==> src/rtl/spi_pkg.sv <==
// Shared definitions for the two-client SPI transaction arbiter.
package spi_pkg;

  localparam int MAX_BYTES_PER_CS_DEF = 10;

  typedef enum logic [2:0] {
    IDLE    = 3'd0,
    GRANT   = 3'd1,
    SEND    = 3'd2,
    WAIT_RX = 3'd3,
    FINISH  = 3'd4
  } state_e;

endpackage

==> src/rtl/spi_rr_arb2.sv <==
// Two-way round-robin selector: the client after the last owner wins a tie.
module spi_rr_arb2 (
  input  logic [1:0] req_i,
  input  logic       last_i,
  output logic [1:0] gnt_o
);

  always_comb begin
    gnt_o = 2'b00;
    if (last_i) begin
      if (req_i[0])      gnt_o = 2'b01;
      else if (req_i[1]) gnt_o = 2'b10;
    end else begin
      if (req_i[1])      gnt_o = 2'b10;
      else if (req_i[0]) gnt_o = 2'b01;
    end
  end

endmodule

==> src/rtl/spi_txn_arbiter.sv <==
// Arbitrates two clients onto one SPI master, one chip-select frame at a time,
// with length checking and a per-byte receive timeout.
module spi_txn_arbiter
  import spi_pkg::*;
#(
  parameter int MAX_BYTES_PER_CS = MAX_BYTES_PER_CS_DEF,
  parameter int RX_TIMEOUT_CLKS  = 1024,
  localparam int CW = $clog2(MAX_BYTES_PER_CS + 1)
) (
  input  logic          clk,
  input  logic          rst_n,
  input  logic [1:0]    i_Req,
  input  logic [CW-1:0] i_Len0,
  input  logic [CW-1:0] i_Len1,
  input  logic [7:0]    i_TX_Byte0,
  input  logic [7:0]    i_TX_Byte1,
  input  logic [1:0]    i_TX_Valid,
  output logic [1:0]    o_TX_Ack,
  output logic [7:0]    o_RX_Byte,
  output logic [1:0]    o_RX_Valid,
  output logic [1:0]    o_Done,
  output logic [1:0]    o_Err,
  output logic [1:0]    o_Grant,
  output logic [7:0]    o_M_TX_Byte,
  output logic          o_M_TX_En,
  input  logic          i_M_TX_Ready,
  output logic [CW-1:0] o_M_TX_Count,
  input  logic [7:0]    i_M_RX_Byte,
  input  logic          i_M_RX_En
);

  localparam int            TW       = $clog2(RX_TIMEOUT_CLKS + 1);
  localparam logic [CW-1:0] MAX_LEN  = CW'(MAX_BYTES_PER_CS);
  localparam logic [TW-1:0] TMO_LAST = TW'(RX_TIMEOUT_CLKS - 1);

  state_e        state_q, state_d;
  logic          owner_q, owner_d, last_q, last_d, err_flag_q, err_flag_d;
  logic [1:0]    grant_q, grant_d, rxv_q, rxv_d, done_q, done_d, err_q, err_d;
  logic [CW-1:0] len_q, len_d, tx_cnt_q, tx_cnt_d, rx_cnt_q, rx_cnt_d;
  logic [TW-1:0] tmo_q, tmo_d;
  logic [7:0]    rx_byte_q, rx_byte_d;
  logic [1:0]    arb_gnt;
  logic [CW-1:0] sel_len, rx_cnt_inc;
  logic [7:0]    own_byte;
  logic          fire;

  spi_rr_arb2 u_arb (
    .req_i  (i_Req),
    .last_i (last_q),
    .gnt_o  (arb_gnt)
  );

  assign sel_len    = owner_q ? i_Len1 : i_Len0;
  assign own_byte   = owner_q ? i_TX_Byte1 : i_TX_Byte0;
  assign rx_cnt_inc = rx_cnt_q + CW'(1);
  // The count guard keeps a stray extra strobe from ever overrunning the frame.
  assign fire = (state_q == SEND) && i_TX_Valid[owner_q] && i_M_TX_Ready &&
                (tx_cnt_q < len_q);

  assign o_Grant      = grant_q;
  assign o_M_TX_Count = len_q;
  assign o_M_TX_En    = fire;
  assign o_M_TX_Byte  = fire ? own_byte : 8'h00;
  assign o_TX_Ack     = fire ? grant_q : 2'b00;
  assign o_RX_Byte    = rx_byte_q;
  assign o_RX_Valid   = rxv_q;
  assign o_Done       = done_q;
  assign o_Err        = err_q;

  always_comb begin
    state_d    = state_q;
    owner_d    = owner_q;
    last_d     = last_q;
    err_flag_d = err_flag_q;
    grant_d    = grant_q;
    len_d      = len_q;
    tx_cnt_d   = tx_cnt_q;
    rx_cnt_d   = rx_cnt_q;
    tmo_d      = tmo_q;
    rx_byte_d  = rx_byte_q;
    rxv_d      = 2'b00;
    done_d     = 2'b00;
    err_d      = 2'b00;
    case (state_q)
      IDLE: begin
        if (|i_Req) begin
          grant_d = arb_gnt;
          owner_d = arb_gnt[1];
          state_d = GRANT;
        end
      end
      GRANT: begin
        len_d      = sel_len;
        tx_cnt_d   = '0;
        rx_cnt_d   = '0;
        tmo_d      = '0;
        err_flag_d = 1'b0;
        if ((sel_len == '0) || (sel_len > MAX_LEN)) begin
          err_flag_d = 1'b1;
          state_d    = FINISH;
        end else begin
          state_d    = SEND;
        end
      end
      SEND: begin
        if (fire) begin
          tx_cnt_d = tx_cnt_q + CW'(1);
          tmo_d    = '0;
          state_d  = WAIT_RX;
        end
      end
      WAIT_RX: begin
        if (i_M_RX_En) begin
          rx_byte_d = i_M_RX_Byte;
          rxv_d     = grant_q;
          rx_cnt_d  = rx_cnt_inc;
          state_d   = (rx_cnt_inc == len_q) ? FINISH : SEND;
        end else if (tmo_q == TMO_LAST) begin
          err_flag_d = 1'b1;
          state_d    = FINISH;
        end else begin
          tmo_d = tmo_q + TW'(1);
        end
      end
      FINISH: begin
        done_d  = err_flag_q ? 2'b00 : grant_q;
        err_d   = err_flag_q ? grant_q : 2'b00;
        last_d  = owner_q;
        grant_d = 2'b00;
        state_d = IDLE;
      end
      default: state_d = IDLE;
    endcase
  end

  // last_q resets to 1 so that client 0 is favoured first.
  always_ff @(posedge clk) begin
    if (!rst_n) begin
      state_q    <= IDLE;
      owner_q    <= 1'b0;
      last_q     <= 1'b1;
      err_flag_q <= 1'b0;
      grant_q    <= 2'b00;
      len_q      <= '0;
      tx_cnt_q   <= '0;
      rx_cnt_q   <= '0;
      tmo_q      <= '0;
      rx_byte_q  <= 8'h00;
      rxv_q      <= 2'b00;
      done_q     <= 2'b00;
      err_q      <= 2'b00;
    end else begin
      state_q    <= state_d;
      owner_q    <= owner_d;
      last_q     <= last_d;
      err_flag_q <= err_flag_d;
      grant_q    <= grant_d;
      len_q      <= len_d;
      tx_cnt_q   <= tx_cnt_d;
      rx_cnt_q   <= rx_cnt_d;
      tmo_q      <= tmo_d;
      rx_byte_q  <= rx_byte_d;
      rxv_q      <= rxv_d;
      done_q     <= done_d;
      err_q      <= err_d;
    end
  end

endmodule

==> config.mk <==
export PLATFORM = sky130hd
export DESIGN_NAME = spi_txn_arbiter
export DESIGN_NICKNAME = d
export VERILOG_FILES = /design/src/rtl/spi_pkg.sv /design/src/rtl/spi_rr_arb2.sv /design/src/rtl/spi_txn_arbiter.sv
export SDC_FILE = /design/constraint.sdc
export NUM_CORES = 1
export LEC_CHECK = 0
export BUFFER_PORTS_ARGS = -buffer_cell sky130_fd_sc_hd__buf_2
export CELL_PAD_IN_SITES_DETAIL_PLACEMENT = 0
export CELL_PAD_IN_SITES_GLOBAL_PLACEMENT = 1
export CORE_UTILIZATION = 35
export CTS_CLUSTER_DIAMETER = 100
export DETAILED_ROUTE_END_ITERATION = 10
export GPL_TIMING_DRIVEN = 0
export PLACE_DENSITY = 0.78
export SLEW_MARGIN = 15
export SYNTH_ARGS = -nofsm -noshare
export SYNTH_HDL_FRONTEND = slang
export SYNTH_SLANG_ARGS = --single-unit
==> constraint.sdc <==
create_clock -name clk -period 2.79 [get_ports clk]
set_input_delay 0.558 -clock clk [delete_from_list [all_inputs] [get_ports clk]]
set_output_delay 0.558 -clock clk [all_outputs]
set_load 0.02 [all_outputs]
Word-level counts from Yosys, hierarchy flattened
Cells that the tools add are included.

word-level totals
  output and inout port bits = 31
  logic and storage cells = 88
  bits in registers = 45

operators by class
  add/subtract/negate cells = 3
  reductions and logical operators = 22
  magnitude comparators = 3
  eq/ne operators = 13
  bitwise operators = 2
  multiplexer cells = 32

operators with widths
  operator                                               count
  2-to-1 mux 11 bit                                      3
  case mux 11 bit (3 select lines)                       1
  2-to-1 mux 3 bit                                       6
  2-to-1 mux 8 bit                                       2
  case mux 4 bit (2 select lines)                        2
  2-to-1 mux 2 bit                                       6
  2-to-1 mux 4 bit                                       3
  != test 2 bit (second input constant)                  6
  case mux 3 bit (4 select lines)                        1
  AND reduction 3 bit                                    4
  adder 11 x 1 -> 11 bit (second input constant)         1
  == test 11 x 10 -> 1 bit (second input constant)       1
  AND reduction 2 bit                                    5
  adder 4 x 1 -> 4 bit (second input constant)           2
  == test 3 x 2 -> 1 bit (second input constant)         2
  2-to-1 mux 1 bit                                       6
  nonzero test 2 bit                                     3
  == test 4 bit                                          1
  greater-than comparator 4 bit (second input constant)  1
  zero test 4 bit                                        1
  < comparator 4 bit                                     1
  case mux 2 bit (2 select lines)                        1
  AND reduction 4 bit                                    1
  == test 3 x 1 -> 1 bit (second input constant)         1
  other kinds (11)                                       14

Depth between registers and ports, before layout
  depth in word-level cells = 7
  gate-level depth with buffers = 9
  mapped depth without buffers = 7

Hierarchy
Synthesis repeated with hierarchy kept, for this count alone.

unflattened totals
  cell total of the unflattened synthesis = 268
  area total of the unflattened synthesis = 2,275.9 sq um

by module, submodules not included
  module           area each (sq um)  instances  cells each  seq. area each (sq um)
  spi_txn_arbiter  2,257.2            1          265         900.9
  spi_rr_arb2      18.8               1          3           0.0

Least setup slack after synthesis
Ideal clock, no wire load.

  path kind = register to output
  from = reg len_q[3], in the netlist o_M_TX_Count[3]
  to = out o_M_TX_Byte[0]
  cell stages (with the launch flop) = 9
  path slack = 0.068 ns
  data arrival time = 2.164 ns
  required time = 2.232 ns
  path buffers = 2
  cell sequence = dfxtp_1 -> inv_1 -> ha_1 -> nand2b_1 -> or4_1 -> a21o_1 -> buf_6 -> clkbuf_1 -> nor2_1

between the ends
  longest elaborated chain between the ends = 3

ends and longest elaborated chain
  item                      line                    RTL
  start: declaration        spi_txn_arbiter.sv:39   logic [CW-1:0] len_q, len_d, tx_cnt_q, tx_cnt_d, rx_cnt_q, rx_cnt_d;
  start signal: assignment  spi_txn_arbiter.sv:158  len_q <= len_d;
  < comparator 4 bit        spi_txn_arbiter.sv:58   (tx_cnt_q < len_q);
  logical AND 1 bit         spi_txn_arbiter.sv:57   assign fire = (state_q == SEND) && i_TX_Valid[owner_q] && i_M_TX_Ready &&
  2-to-1 mux 8 bit          spi_txn_arbiter.sv:63   assign o_M_TX_Byte = fire ? own_byte : 8'h00;
  end: declaration          spi_txn_arbiter.sv:24   output logic [7:0] o_M_TX_Byte,

No other way between the ends.

Worst setup path in the final report
  from = reg len_q[3], in the netlist o_M_TX_Count[3]
  to = out o_M_TX_Byte[2]

Same word-level chain as after synthesis.

==> flow_summary.json <==
{
  "status": "complete, no violations",
  "final_common_cell": "buf_2",
  "io_pins": 71,
  "hold_violations": 0,
  "synth_top_area_share": 0.3856,
  "yosys-top-cells-area": "dfxtp_1, mux2i_1, nand2_1, nor2_1, a21boi_1",
  "port-buffer-count": 69,
  "grt_pass1_wl_um": 9535,
  "core-area_sq_um": 6386,
  "die_x_um": 83.70,
  "nFillCells": 643,
  "synthFlopType": "dfxtp_1",
  "p_clk_frac": 0.280,
  "worstSetupPathType": "reg -> out",
  "syn_inst": 280,
  "synth_top_area_cell": "dfxtp_1",
  "sw_frac_of_total": 0.3322,
  "wl_um": 5760,
  "post-dp-hpwl_um": 4153,
  "arrival_ns": 2.15,
  "finClkSkew_ns": 0.008256,
  "ys.warnings.count": 0,
  "grt_pass1_vias": 2158,
  "peakVddDrop_mv": 0.3074,
  "cts_buffers": 5,
  "synthesis.area_sq_um": 2336,
  "antenna_left": 0,
  "setup_violations": 0,
  "hold_buffers": 0,
  "switching_power_w": 0.0005796,
  "max_freq_mhz": 368.7,
  "clkSinkCount": 45,
  "relSlewSlack": 0.5854,
  "synth_edf_count": 0,
  "async_reset_ff_frac": 0,
  "crit_path_end_kind": "output port",
  "final_cell_mix": "buf_2, dfxtp_1, nand2_1",
  "cp_max_fo": 5,
  "clk_latency_ns": 0.29,
  "critPathRequiredTime_ns": 2.23,
  "crit_buf_inv": 4,
  "combPwrFrac": 0.300,
  "ff_latch_area_sq_um": 904.6,
  "synth_nets": 326,
  "gp_congestion": 0.7959,
  "cts_htree_levels": 2,
  "period_needed_ns": 2.712,
  "tightest_slew_ns": 0.6219,
  "diodes": 0,
  "drive_above_1_share": 0.2833,
  "cpPeakStageDelay_ns": 0.48,
  "overflow": 0,
  "final_area_sq_um": 3078,
  "power.density_nw_per_um2": 566.8,
  "internal_power_w": 0.001165,
  "period_share": 0.9721,
  "multi_input_area_sq_um": 1394,
  "seq_power_share": 0.420,
  "grt_max_degree": 15,
  "viasPerCell": 5.158,
  "rows": 29,
  "yosysSeqAreaShare": 0.3856,
  "post-route-drc-count": 0,
  "synth_cell_type_count": 48,
  "wl_per_cell_um": 13.18,
  "ys_ff_latch": 45,
  "cp_cell_sequence": "inv_1 > ha_2 > nand2b_4 > or4_4 > a21o_1 > buf_6 > clkbuf_16 > nor2_4 > buf_6",
  "critPathMostFrequentCell": "buf_6",
  "cts.path.max_buffers": 2,
  "hp-class": "reg -> reg",
  "crit_path_top_delay_cell": "or4_4",
  "cp_top_family": "simple AND/OR/NAND/NOR gates",
  "first_pass_iters": 4,
  "nNetsFinal": 405,
  "dieArea_sq_um": 7005,
  "start_util": 0.3658,
  "fin_util": 0.4820,
  "cp-start-kind": "register",
  "track_usage": 0.1659,
  "antenna_found_initial": 0,
  "cts_tree": "built",
  "clk_pin_slew_ns": 0.09,
  "cap_violations": 0,
  "placed_area_sq_um": 2778,
  "syn-mean-instance-area_sq_um": 8.343,
  "vias": 2254,
  "area_delta_synth_final_pct": 31.76,
  "cts_root_buf": "clkbuf_8",
  "leakage_nw": 1.280,
  "drt-initial-drc-count": 84,
  "drv_slew": 0,
  "dieHeight_um": 83.70
}
-- power by group through the flow --
stage | sequential [W] | combinational (W) | clock (W)
final | 0.000733 | 0.000523 | 0.000489
after global routing | 0.000741 | 0.000581 | 0.000533
after CTS | 0.000735 | 0.000508 | 0.000507
after detailed placement | 0.000750 | 0.000490 | 0
after global placement | 0.000749 | 0.000485 | 0
after floorplan | 0.000766 | 0.000327 | 0
-- cell families after synthesis --
family	count (synthesis)	share of synthesized area
muxes	16	0.06856
and+or+nand+nor	121	0.2539
buffers and inverters	25	0.05249
AOI/OAI and AO/OA	59	0.1773
DFF	45	0.3856
xor gates and xnor gates	8	0.03000
adders and majority gates	6	0.03214
-- final timing paths --
| check | depth (start not counted) | from | to | slack (ns) |
|---|---|---|---|---|
| min | 2 | o_RX_Byte[5]$_SDFFE_PN0P_ | o_RX_Byte[5]$_SDFFE_PN0P_ | 0.45 |
| max reg2reg | 9 | o_M_TX_Count[2]$_SDFFE_PN0P_ | tmo_q[9]$_SDFFE_PN0P_ | 0.42 |
| min reg2reg | 2 | o_RX_Byte[5]$_SDFFE_PN0P_ | o_RX_Byte[5]$_SDFFE_PN0P_ | 0.45 |
| max | 9 | o_M_TX_Count[3]$_SDFFE_PN0P_ | o_M_TX_Byte[2] | 0.08 |
-- layer usage --
layer,GRT usage,up-vias,part of all wire
met1,0.2056,1038,0.46
met4,0.05855,0,0.0064
met3,0.02671,2,0.040
met5,0,-,0
li1,-,1158,-
met2,0.2897,56,0.49
-- metrics by stage --
step | hold slack, ns | setup slack, ns | setup TNS, ns | cells | total power (W)
6_report | 0.4526 | 0.07784 | 0 | 437 | 0.001745
2_1_floorplan | 0.4469 | 0.06766 | 0 | 280 | 0.001093
3_5_place_dp | 0.4436 | 0.06838 | 0 | 426 | 0.001240
5_1_grt | 0.4769 | -0.003923 | -0.003923 | 437 | 0.001856
4_1_cts | 0.4566 | 0.02108 | 0 | 436 | 0.001750
3_3_place_gp | 0.4384 | 0.04060 | 0 | 426 | 0.001234
-- worst register-to-register path, cell delays in order, from the launching register on --
cell and delay, ns:
dfxtp_1 0.42, inv_1 0.07, ha_1 0.31, a21oi_1 0.12
o21ai_1 0.11, o41a_1 0.45, buf_6 0.15, buf_2 0.18
nor3_1 0.28, mux2i_1 0.21
-- Yosys cell counts, types with 5 or more instances --
| cell | count |
|---|---|
| o21ai_1 | 7 |
| nor2_1 | 26 |
| ha_1 | 6 |
| or4_1 | 5 |
| nor3_1 | 6 |
| nand3_1 | 11 |
| inv_1 | 8 |
| mux2i_1 | 16 |
| clkbuf_1 | 9 |
| xnor2_1 | 5 |
| a21boi_1 | 12 |
| a21oi_1 | 14 |
| dfxtp_1 | 45 |
| nand2_1 | 42 |
-- final cells by class --
class / count / share of cell area
multi-input combinational: 210 / 0.4528
sequential: 45 / 0.2939
timing repair buffer: 72 / 0.1390
buffer: 16 / 0.03577
tap: 77 / 0.03130
clock buffer: 6 / 0.02358
clock inverter: 2 / 0.01260
inverter: 9 / 0.01098
-- sequential cells by signal, indices dropped and copies added, names as in the netlist, 2 cells and up --
register,flops
o_Err,2
o_RX_Valid,2
o_Done,2
rx_cnt_q,4
tx_cnt_q,4
o_M_TX_Count,4
o_RX_Byte,8
o_Grant,2
state_q,3
tmo_q,11
-- what timing repair did --
action,4_1_cts,5_1_grt
gates cloned,0,1
setup buffers,2,0
gates resized for setup,18,27
endpoints found under the hold margin,0,0
pin swaps,0,4
endpoints found under the setup margin,10,9
Power figures use the tool's default switching activity.
